===== src/rtl/mul8_seq_pkg.sv =====
// Shared types and constants for the mul8_seq_ctrl sequencer.
// State encoding is fixed: PPk carries the value k+1, so a PP state's value
// is also the index of the nibble pair that follows it.
package mul8_seq_pkg;

  localparam int IN_W  = 8;
  localparam int NIB_W = 4;
  localparam int OUT_W = 16;

  typedef enum logic [2:0] {
    IDLE = 3'd0,
    PP0  = 3'd1,
    PP1  = 3'd2,
    PP2  = 3'd3,
    PP3  = 3'd4,
    DONE = 3'd5
  } state_t;

  localparam logic [2:0] ST_IDLE = IDLE;
  localparam logic [2:0] ST_PP0  = PP0;
  localparam logic [2:0] ST_PP1  = PP1;
  localparam logic [2:0] ST_PP2  = PP2;
  localparam logic [2:0] ST_PP3  = PP3;
  localparam logic [2:0] ST_DONE = DONE;

  localparam logic [3:0] SHIFT_PP0 = 4'd0;
  localparam logic [3:0] SHIFT_PP1 = 4'd4;
  localparam logic [3:0] SHIFT_PP2 = 4'd4;
  localparam logic [3:0] SHIFT_PP3 = 4'd8;

  // Bit k is set when nibble pair k (PP0..PP3 order) has both nibbles nonzero.
  function automatic logic [3:0] pairMask(input logic [7:0] a, input logic [7:0] b);
    logic [3:0] m;
    m[0] = (a[3:0] != 4'd0) && (b[3:0] != 4'd0);
    m[1] = (a[7:4] != 4'd0) && (b[3:0] != 4'd0);
    m[2] = (a[3:0] != 4'd0) && (b[7:4] != 4'd0);
    m[3] = (a[7:4] != 4'd0) && (b[7:4] != 4'd0);
    return m;
  endfunction

  // First PP state at or after pair index fromIdx whose pair is nonzero, else DONE.
  function automatic logic [2:0] nextPpState(input logic [3:0] mask, input logic [2:0] fromIdx);
    logic [2:0] result;
    result = ST_DONE;
    for (int i = 3; i >= 0; i--) begin
      if (mask[i] && (3'(i) >= fromIdx)) result = ST_PP0 + 3'(i);
    end
    return result;
  endfunction

endpackage


===== src/rtl/mul8_seq_ctrl_if.sv =====
// Operand/result handshakes plus the shared nibble-multiplier connection.
// slave: the sequencer; master: request source, consumer and multiplier.
interface mul8_seq_ctrl_if;
  import mul8_seq_pkg::*;

  logic             in_valid;
  logic             in_ready;
  logic [IN_W-1:0]  a;
  logic [IN_W-1:0]  b;
  logic             out_valid;
  logic             out_ready;
  logic [OUT_W-1:0] product;
  logic [NIB_W-1:0] mul_a;
  logic [NIB_W-1:0] mul_b;
  logic [IN_W-1:0]  mul_p;
  logic             busy;

  modport slave (
    input  in_valid, a, b, out_ready, mul_p,
    output in_ready, out_valid, product, mul_a, mul_b, busy
  );

  modport master (
    output in_valid, a, b, out_ready, mul_p,
    input  in_ready, out_valid, product, mul_a, mul_b, busy
  );
endinterface


===== src/rtl/mul8_seq_ctrl_pp_select_shift.sv =====
// Picks the nibble pair and partial-product shift for the current state.
// Outside PP0..PP3 the multiplier operands are held at zero.
module pp_select_shift
  import mul8_seq_pkg::*;
(
  input  logic [2:0]       i_state,
  input  logic [IN_W-1:0]  i_aq,
  input  logic [IN_W-1:0]  i_bq,
  output logic [NIB_W-1:0] o_mul_a,
  output logic [NIB_W-1:0] o_mul_b,
  output logic [3:0]       o_shift
);

  // Route the nibble pair belonging to the active PP state.
  always_comb begin
    o_mul_a = '0;
    o_mul_b = '0;
    o_shift = '0;
    case (i_state)
      ST_PP0: begin o_mul_a = i_aq[3:0]; o_mul_b = i_bq[3:0]; o_shift = SHIFT_PP0; end
      ST_PP1: begin o_mul_a = i_aq[7:4]; o_mul_b = i_bq[3:0]; o_shift = SHIFT_PP1; end
      ST_PP2: begin o_mul_a = i_aq[3:0]; o_mul_b = i_bq[7:4]; o_shift = SHIFT_PP2; end
      ST_PP3: begin o_mul_a = i_aq[7:4]; o_mul_b = i_bq[7:4]; o_shift = SHIFT_PP3; end
      default: ;
    endcase
  end

endmodule


===== src/rtl/mul8_seq_ctrl.sv =====
// 8x8 unsigned sequential multiplier built on one shared external 4x4
// multiplier. Optional macro MUL8_SEQ_ZERO_SKIP_EN skips nibble pairs that
// contain a zero nibble (and goes straight to DONE for a zero operand).
module mul8_seq_ctrl
  import mul8_seq_pkg::*;
(
  input logic           clk,
  input logic           rst_n,
  mul8_seq_ctrl_if.slave bus
);

  logic [2:0]       r_state;
  logic [2:0]       w_nextState;
  logic [IN_W-1:0]  r_aq;
  logic [IN_W-1:0]  r_bq;
  logic [OUT_W-1:0] r_acc;
  logic [OUT_W-1:0] r_product;
  logic [NIB_W-1:0] w_mulA;
  logic [NIB_W-1:0] w_mulB;
  logic [3:0]       w_shift;
  logic [OUT_W-1:0] w_ppExt;
  logic [OUT_W-1:0] w_accSum;
  logic             w_accept;
  logic             w_inPp;

  pp_select_shift u_sel (
    .i_state (r_state),
    .i_aq    (r_aq),
    .i_bq    (r_bq),
    .o_mul_a (w_mulA),
    .o_mul_b (w_mulB),
    .o_shift (w_shift)
  );

  assign w_ppExt  = {8'd0, bus.mul_p} << w_shift;
  assign w_accSum = r_acc + w_ppExt;
  assign w_accept = bus.in_valid && (r_state == ST_IDLE);
  assign w_inPp   = (r_state >= ST_PP0) && (r_state <= ST_PP3);

  assign bus.in_ready  = (r_state == ST_IDLE);
  assign bus.out_valid = (r_state == ST_DONE);
  assign bus.busy      = (r_state != ST_IDLE);
  assign bus.product   = r_product;
  assign bus.mul_a     = w_mulA;
  assign bus.mul_b     = w_mulB;

  // Sequence IDLE -> PP states -> DONE -> IDLE.
  always_comb begin
    w_nextState = r_state;
    case (r_state)
      ST_IDLE: begin
        if (w_accept) begin
`ifdef MUL8_SEQ_ZERO_SKIP_EN
          w_nextState = nextPpState(pairMask(bus.a, bus.b), 3'd0);
`else
          w_nextState = ST_PP0;
`endif
        end
      end
      ST_PP0, ST_PP1, ST_PP2, ST_PP3: begin
`ifdef MUL8_SEQ_ZERO_SKIP_EN
        w_nextState = nextPpState(pairMask(r_aq, r_bq), r_state);
`else
        w_nextState = r_state + 3'd1;
`endif
      end
      ST_DONE: begin
        if (bus.out_ready) w_nextState = ST_IDLE;
      end
      default: w_nextState = ST_IDLE;
    endcase
  end

  // State, operand capture, accumulation and result latch on entry to DONE.
  always_ff @(posedge clk or negedge rst_n) begin
    if (!rst_n) begin
      r_state   <= ST_IDLE;
      r_aq      <= '0;
      r_bq      <= '0;
      r_acc     <= '0;
      r_product <= '0;
    end else begin
      r_state <= w_nextState;
      if (w_accept) begin
        r_aq  <= bus.a;
        r_bq  <= bus.b;
        r_acc <= '0;
      end else if (w_inPp) begin
        r_acc <= w_accSum;
      end
      if ((r_state != ST_DONE) && (w_nextState == ST_DONE)) begin
        r_product <= w_accept ? '0 : w_accSum;
      end
    end
  end

endmodule


===== src/flat_wrapper.sv =====
// flat-port wrapper written by rule: the top's interface ports become plain ports
module mul8_seq_ctrl_flat import mul8_seq_pkg::*;
  (clk, rst_n, bus_in_valid, bus_a, bus_b, bus_out_ready, bus_mul_p, bus_in_ready, bus_out_valid, bus_product, bus_mul_a, bus_mul_b, bus_busy);
  mul8_seq_ctrl_if bus_i ();
  input logic clk;
  input logic rst_n;
  input wire logic [$bits(bus_i.in_valid)-1:0] bus_in_valid;
  input wire logic [$bits(bus_i.a)-1:0] bus_a;
  input wire logic [$bits(bus_i.b)-1:0] bus_b;
  input wire logic [$bits(bus_i.out_ready)-1:0] bus_out_ready;
  input wire logic [$bits(bus_i.mul_p)-1:0] bus_mul_p;
  output wire logic [$bits(bus_i.in_ready)-1:0] bus_in_ready;
  output wire logic [$bits(bus_i.out_valid)-1:0] bus_out_valid;
  output wire logic [$bits(bus_i.product)-1:0] bus_product;
  output wire logic [$bits(bus_i.mul_a)-1:0] bus_mul_a;
  output wire logic [$bits(bus_i.mul_b)-1:0] bus_mul_b;
  output wire logic [$bits(bus_i.busy)-1:0] bus_busy;
  assign bus_i.in_valid = bus_in_valid;
  assign bus_i.a = bus_a;
  assign bus_i.b = bus_b;
  assign bus_i.out_ready = bus_out_ready;
  assign bus_i.mul_p = bus_mul_p;
  assign bus_in_ready = bus_i.in_ready;
  assign bus_out_valid = bus_i.out_valid;
  assign bus_product = bus_i.product;
  assign bus_mul_a = bus_i.mul_a;
  assign bus_mul_b = bus_i.mul_b;
  assign bus_busy = bus_i.busy;
  mul8_seq_ctrl u_core (.clk(clk), .rst_n(rst_n), .bus(bus_i));
endmodule

===== config.mk =====
export PLATFORM = sky130hd
export DESIGN_NAME = mul8_seq_ctrl_flat
export DESIGN_NICKNAME = d
export VERILOG_FILES = /design/src/rtl/mul8_seq_pkg.sv /design/src/rtl/mul8_seq_ctrl_if.sv /design/src/rtl/mul8_seq_ctrl_pp_select_shift.sv /design/src/rtl/mul8_seq_ctrl.sv /design/src/flat_wrapper.sv
export SDC_FILE = /design/constraint.sdc
export NUM_CORES = 1
export LEC_CHECK = 0
export ABC_AREA = 1
export BUFFER_PORTS_ARGS = -buffer_cell sky130_fd_sc_hd__buf_2
export CAP_MARGIN = 25
export CORE_MARGIN = 4
export CORE_UTILIZATION = 57
export CTS_BUF_LIST = sky130_fd_sc_hd__clkbuf_8 sky130_fd_sc_hd__clkbuf_16
export DETAILED_ROUTE_END_ITERATION = 7
export PLACE_DENSITY = 0.8
export SYNTH_ARGS = -nofsm -noshare
export SYNTH_HDL_FRONTEND = slang
export SYNTH_SLANG_ARGS = --single-unit

===== constraint.sdc =====
create_clock -name clk -period 2.8 [get_ports clk]
set_input_delay 0.56 -clock clk [delete_from_list [all_inputs] [get_ports clk]]
set_output_delay 0.56 -clock clk [all_outputs]
set_load 0.05 [all_outputs]

# Yosys cells after proc, flatten, opt, wreduce, memory -nomap -nowiden
# Cells that the tools add are included.
# op_classes
add_sub_neg	2
n_mul	0
n_div	0
order_cmp	2
eq_ne	7
shift	1
n_mux	9
n_bitwise	0
n_reduce_logical	12
# op_table
op	n
$mux W16	3
$pmux W4 S2	3
$add A16 B16 Y16	1
$shl A8 B4 Y16	1
$reduce_or A2 Y1	5
$eq A3 B3 Y1 const B	3
$pmux W3 S3	1
$eq A3 B2 Y1 const B	2
$mux W3	2
$reduce_or A4 Y1	1
$add A3 B1 Y3 const B	1
$eq A3 B1 Y1 const B	1
$ge A3 B1 Y1 const B	1
$le A3 B3 Y1 const B	1
$logic_and A1 B1 Y1	3
$logic_not A3 Y1	1
$ne A3 B3 Y1 const B	1
$reduce_bool A3 Y1	1
$reduce_bool A2 Y1	1
# totals
regBits	51
latch_bits	0
ram_bits	0
rom_bits	0
input_bits	28
word_cells	38
memories	0

# Depth between registers and ports, before layout
# depth
ltp_word	7
mapped_depth	17
depth_no_buf	16

# Modules after synthesis
# From an unflattened synthesis, not the netlist that was laid out.
# unflattened
hier_cells	503
area_unflattened_um2	3454.6
# by_module_without_submodules
mod	n_inst	cells_each	area_each_um2	seq_area_each_um2
mul8_seq_ctrl	1	464	3250.6	1276.2
pp_select_shift	1	39	203.9	0.0

# Worst setup path after synthesis
# OpenSTA, ideal clock, no wires.
# synth_timing
path_kind	register to output
from	register u_core.r_state[1]
to	output bus_mul_a[0]
t_arrival_ps	2181
t_required_ps	2240
setup_slack_ps	59
path_stages_with_launch	7
n_path_buf	0
cell_sequence	dfrtp_1 -> inv_1 -> ha_1 -> inv_1 -> nand2_2 -> o21ai_0 -> o21ai_0
# synth_via
elab_chain_cells	3
# synth_lines
element	line	source
from (decl)	mul8_seq_ctrl.sv:12	logic [2:0] r_state;
from (signal assigned)	mul8_seq_ctrl.sv:83	r_state <= w_nextState;
$eq A3 B2 Y1, or another cell as far along	mul8_seq_ctrl_pp_select_shift.sv:19	case (i_state)
$reduce_or A2 Y1 (no line)	--	
$pmux W4 S2 (*)	mul8_seq_ctrl_pp_select_shift.sv:19	
to (decl)	flat_wrapper.sv:15	output wire logic [$bits(bus_i.mul_a)-1:0] bus_mul_a;
# Mark *: on every way between the ends. The rest lies on a longest branch, timed or not.

# Worst setup path after layout
# layout_timing
from	register u_core.r_state[1]
to	register u_core.r_acc[12]
# layout_via
elab_chain_cells	7
# layout_lines
element	line	source
$eq A3 B2 Y1	mul8_seq_ctrl_pp_select_shift.sv:19	
$reduce_or A2 Y1 (no line)	--	
$pmux W4 S2	mul8_seq_ctrl_pp_select_shift.sv:19	
$shl A8 B4 Y16	mul8_seq_ctrl.sv:35	assign w_ppExt = {8'd0, bus.mul_p} << w_shift;
$add A16 B16 Y16	mul8_seq_ctrl.sv:36	assign w_accSum = r_acc + w_ppExt;
$mux W16	mul8_seq_ctrl.sv:88	end else if (w_inPp) begin
$mux W16	mul8_seq_ctrl.sv:84	if (w_accept) begin
to (signal assigned)	mul8_seq_ctrl.sv:89	r_acc <= w_accSum;
to (decl)	mul8_seq_ctrl.sv:16	logic [OUT_W-1:0] r_acc;
# Several ways; a longest one is shown, not always the timed one. The select of a mux whose other input is x is not followed.
# A chain may end at the register's enable or synchronous reset.

==> impl_summary.txt <==
----------------------------------------------------
[Cells and area]
  Fraction of final layout cells with drive strength greater than 1 ... 0.174
  Net count of the finished layout ... 600
  Most common cell after layout, fill and taps aside ... sky130_fd_sc_hd__nand2_1
  Commonest cells after routing, fill and taps aside ... sky130_fd_sc_hd__nand2_1, sky130_fd_sc_hd__inv_1, sky130_fd_sc_hd__buf_2, sky130_fd_sc_hd__dfrtp_1, sky130_fd_sc_hd__o21ai_0
  Area growth from synthesis to layout ... 14.0%
  ANT cells ... 0
  Post-route cell area ... 3890 um^2
  Final Instance Count excl. Fillers ... 624
  Number of inserted filler cells in the final layout ... 517

[CTS]
  Clock slew seen by the registers of the worst setup and hold paths ... 0.10 ns
  TritonCTS clock tree ... yes
  TritonCTS buffer count ... 5
  Latest clock arrival within the worst-skew pair ... 0.31 ns
  # hold bufs at CTS ... 0
  Number of sinks driven by the clock tree ... 51
  Number of H-tree levels ... 2
  Clock root cell ... sky130_fd_sc_hd__clkbuf_8
  Clock Path Buffers ... 2

[Setup path]
  Most frequent cell on the critical path ... sky130_fd_sc_hd__nand3_1
  Crit-path max cell delay ... 0.40 ns
  Path depth of the worst reg2reg path ... 15
  R2r endpoint ... u_core.r_acc[12]
  Critical Path Sink Type ... register
  Reg-to-reg setup timing slack ... 0.27 ns
  Worst reg2reg startpoint ... u_core.r_state[1]
  Worst path required time ... 2.97 ns
  Critical Path Source Type ... register
  Sequence of cells on the critical path ... buf_4 > nand2_2 > nand2_1 > nor2_1 > ha_1 > inv_1 > fa_1 > inv_1 > nand3_1 > nand3_1 > nand3_1 > nand3_1 > nand2_1 > nand3_1 > o21ai_0
  CP max FO ... 13
  CP arrival ... 2.70 ns
  Critical path class ... register to register
  CP max-delay cell ... sky130_fd_sc_hd__dfrtp_1

[Timing]
  Setup TNS ... 0 ns
  Total of endpoints with negative setup slack in the final report ... 0
  RSZ-0062 raised after global routing ... false
  Final worst-path cycle share ... 0.904
  Relative slew slack ... 0.524
  Crit path time final ... 2.53 ns
  Top achievable clock speed ... 395 MHz
  Clock skew ... 0.00794 ns
  Max-slew violation count ... 0
  Worst-Margin Slew ... 0.713 ns
  Final hold violation count ... 0

[Logic synthesis]
  Cells taking the most area after synthesis ... sky130_fd_sc_hd__dfrtp_1, sky130_fd_sc_hd__nand2_1, sky130_fd_sc_hd__inv_1
  Top cell type by total area after synthesis ... sky130_fd_sc_hd__dfrtp_1
  Compound-gate portion of the synthesized area ... 0.109
  Post-synthesis average cell area ... 6.92 um^2
  Synthesized-area fraction occupied by adder cells ... 0.0792
  Distinct cell type count after synthesis ... 28
  Synthesized netlist cell count ... 493
  Main combinational cell family by area after synthesis ... simple AND/OR/NAND/NOR gates
  Area share of the largest cell type after synthesis ... 0.374
  Sequential element share of the synthesized area ... 0.374
  Synthesized netlist net count ... 542
  Area share of xor/xnor cells in the synthesized design ... 0.00514
  Multiplexer fraction of the synthesized cell area ... 0
  Number of flip-flops and latches in the synthesized netlist ... 51
  Post-Synth Simple-Gate Area ... 0.322
  Synth warn ... 0
  Post-synthesis cell area ... 3410 um^2

[Floorplanning]
  Total number of placement rows ... 27
  Core Region ... 5640 um^2
  Initial core utilization ... 0.605
  Die Wd ... 85.4 um
  Die Ht ... 85.4 um
  Top-level I/O count ... 55
  Total Die Area ... 7290 um^2

[Global routing]
  Global-route wire length before repair ... 13.9 mm
  Busiest layer in global routing ... met2
  Met1 layer usage reported by global route ... 0.301
  Global router's overall resource usage ... 0.234
  Met2 global-route usage ... 0.414
  Number of global-route vias before repair ... 3168
  Initial antenna violation count ... 0
  Global route total overflow ... 0
  Met3 capacity usage during global routing ... 0.0330
  Maximum number of pins on one net before global-route repair ... 44

[Routing]
  Total number of vias ... 3174
  Routed wire length per instance ... 13.0 um
  Drt via density ... 5.09
  First-pass detailed-route iteration total ... 4
  DRT iter0 DRCs ... 200
  Remaining antenna violation count after routing ... 0
  Post-route DRC ... 0
  Total length of routed wires ... 8.08 mm

[Power and ir drop]
  Worst vdd rail ir drop ... 0.00110 V
  Internal power component ... 2250 uW
  Leak Pwr ... 0.00226 uW
  Switching power of the nets ... 2840 uW
  Power per standard cell area ... 1310 nW/um^2
  Reg power frac ... 0.243
  Combinational share of power ... 0.671
  Switching Share ... 0.558
  Fraction of power consumed by the clock network ... 0.085
  Total design power ... 5100 uW

[Status]
  Status ... complete, no violations

[Placed design]
  Post-detail-place hpwl ... 6.24 mm
  Buffers added on ports ... 54
  Placed insts ... 614
  Placement Cell Area ... 3750 um^2
  Final Wtd Congestion ... 0.971

[Hold path]
  Hold Crit Class ... primary input to async pin

[Job]
  Max-cap violations ... 0

----------------------------------------------------
==> per-layer routing <==
layer  part of all wire  up-vias
met5                  0        -
met4              0.013        0
met3              0.041       11
met2               0.51       59
met1               0.43     1443
li1                   -     1661
==> area by class of cell <==
| cell class | count | area [um^2] | area share |
|---|---|---|---|
| Clock buffer | 5 | 68.8 | 0.0177 |
| Sequential cell | 51 | 1280 | 0.328 |
| Timing Repair Buffer | 62 | 343 | 0.0881 |
| Tap cell | 72 | 90.1 | 0.0232 |
| Inverter | 80 | 312 | 0.0801 |
| Clock inverter | 3 | 23.8 | 0.00611 |
| Multi-Input combinational cell | 351 | 1780 | 0.456 |
==> worst max-delay path: cells and delay by family, from the launching register on <==
| kind | cells | cell delay (ns) |
|---|---|---|
| simple gates | 9 | 1.08 |
| compound gates | 1 | 0.08 |
| buf+inv | 3 | 0.33 |
| flops | 1 | 0.40 |
| fa+ha+maj | 2 | 0.53 |
==> worst max-delay path by stage <==
stage | from | endpoint | slack, ns | cells after the start
finish | u_core.r_state[1] | u_core.r_acc[12] | 0.27 | 15
global route | u_core.r_state[0] | u_core.r_acc[10] | 0.04 | 16
CTS | u_core.r_state[0] | u_core.bus.product[15] | 0.08 | 16
detailed placement | u_core.r_state[0] | u_core.r_acc[6] | 0.08 | 13
global placement | u_core.r_state[0] | u_core.r_acc[6] | 0.16 | 13
floorplan | u_core.r_state[1] | bus_mul_a[0] | 0.06 | 6
==> power groups by stage <==
stage | Sequential [uW] | Clock, uW | Combinational, uW
2_1_floorplan | 1530 | 0 | 2330
3_3_place_gp | 1250 | 0 | 3280
3_5_place_dp | 1260 | 0 | 3350
4_1_cts | 1240 | 449 | 3370
5_1_grt | 1280 | 481 | 3820
6_report | 1240 | 434 | 3420
==> cell families (layout without fill, tap and decap cells) <==
group                    count (synthesis)  count (layout)
buffers and inverters                   91             150
AO/OA/AOI/OAI                           69              69
adder cells (fa/ha/maj)                 21              21
XOR/XNOR                                 2               2
flip-flops                              51              51
AND/OR/NAND/NOR                        259             259
==> cell usage after synthesis (all sizes together) <==
master  number
nand3       29
nand4        9
dfrtp       51
nor3         1
buf          7
o22ai        8
ha          20
clkbuf       4
o21ai       46
nand3b       2
inv         80
a21oi       15
xnor2        2
nand2      184
and2         2
fa           1
nor2        30
or2          2
==> sequential cells by signal, summed over array words and instances (netlist names) <==
name and count:
u_core.bus.product 16, u_core.r_acc 16, u_core.r_aq 8, u_core.r_bq 8, u_core.r_state 3
==> repair_timing <==
action                                  in CTS  in global routing
buffers inserted                             0                  1
hold endpoints to repair                     0                  0
gates resized for setup                      0                 11
endpoints found under the setup margin       0                 21
==> through the flow <==
step / setup slack (ns) / util / hold WS [ns]
floorplan: 0.0590 / - / 0.264
global placement: 0.160 / 0.664 / 0.451
detailed placement: 0.0800 / 0.664 / 0.454
CTS: 0.0755 / 0.681 / 0.427
global route: 0.0432 / 0.690 / 0.208
finish: 0.270 / 0.690 / 0.181
Note: power is estimated with default switching activity, not from simulation.
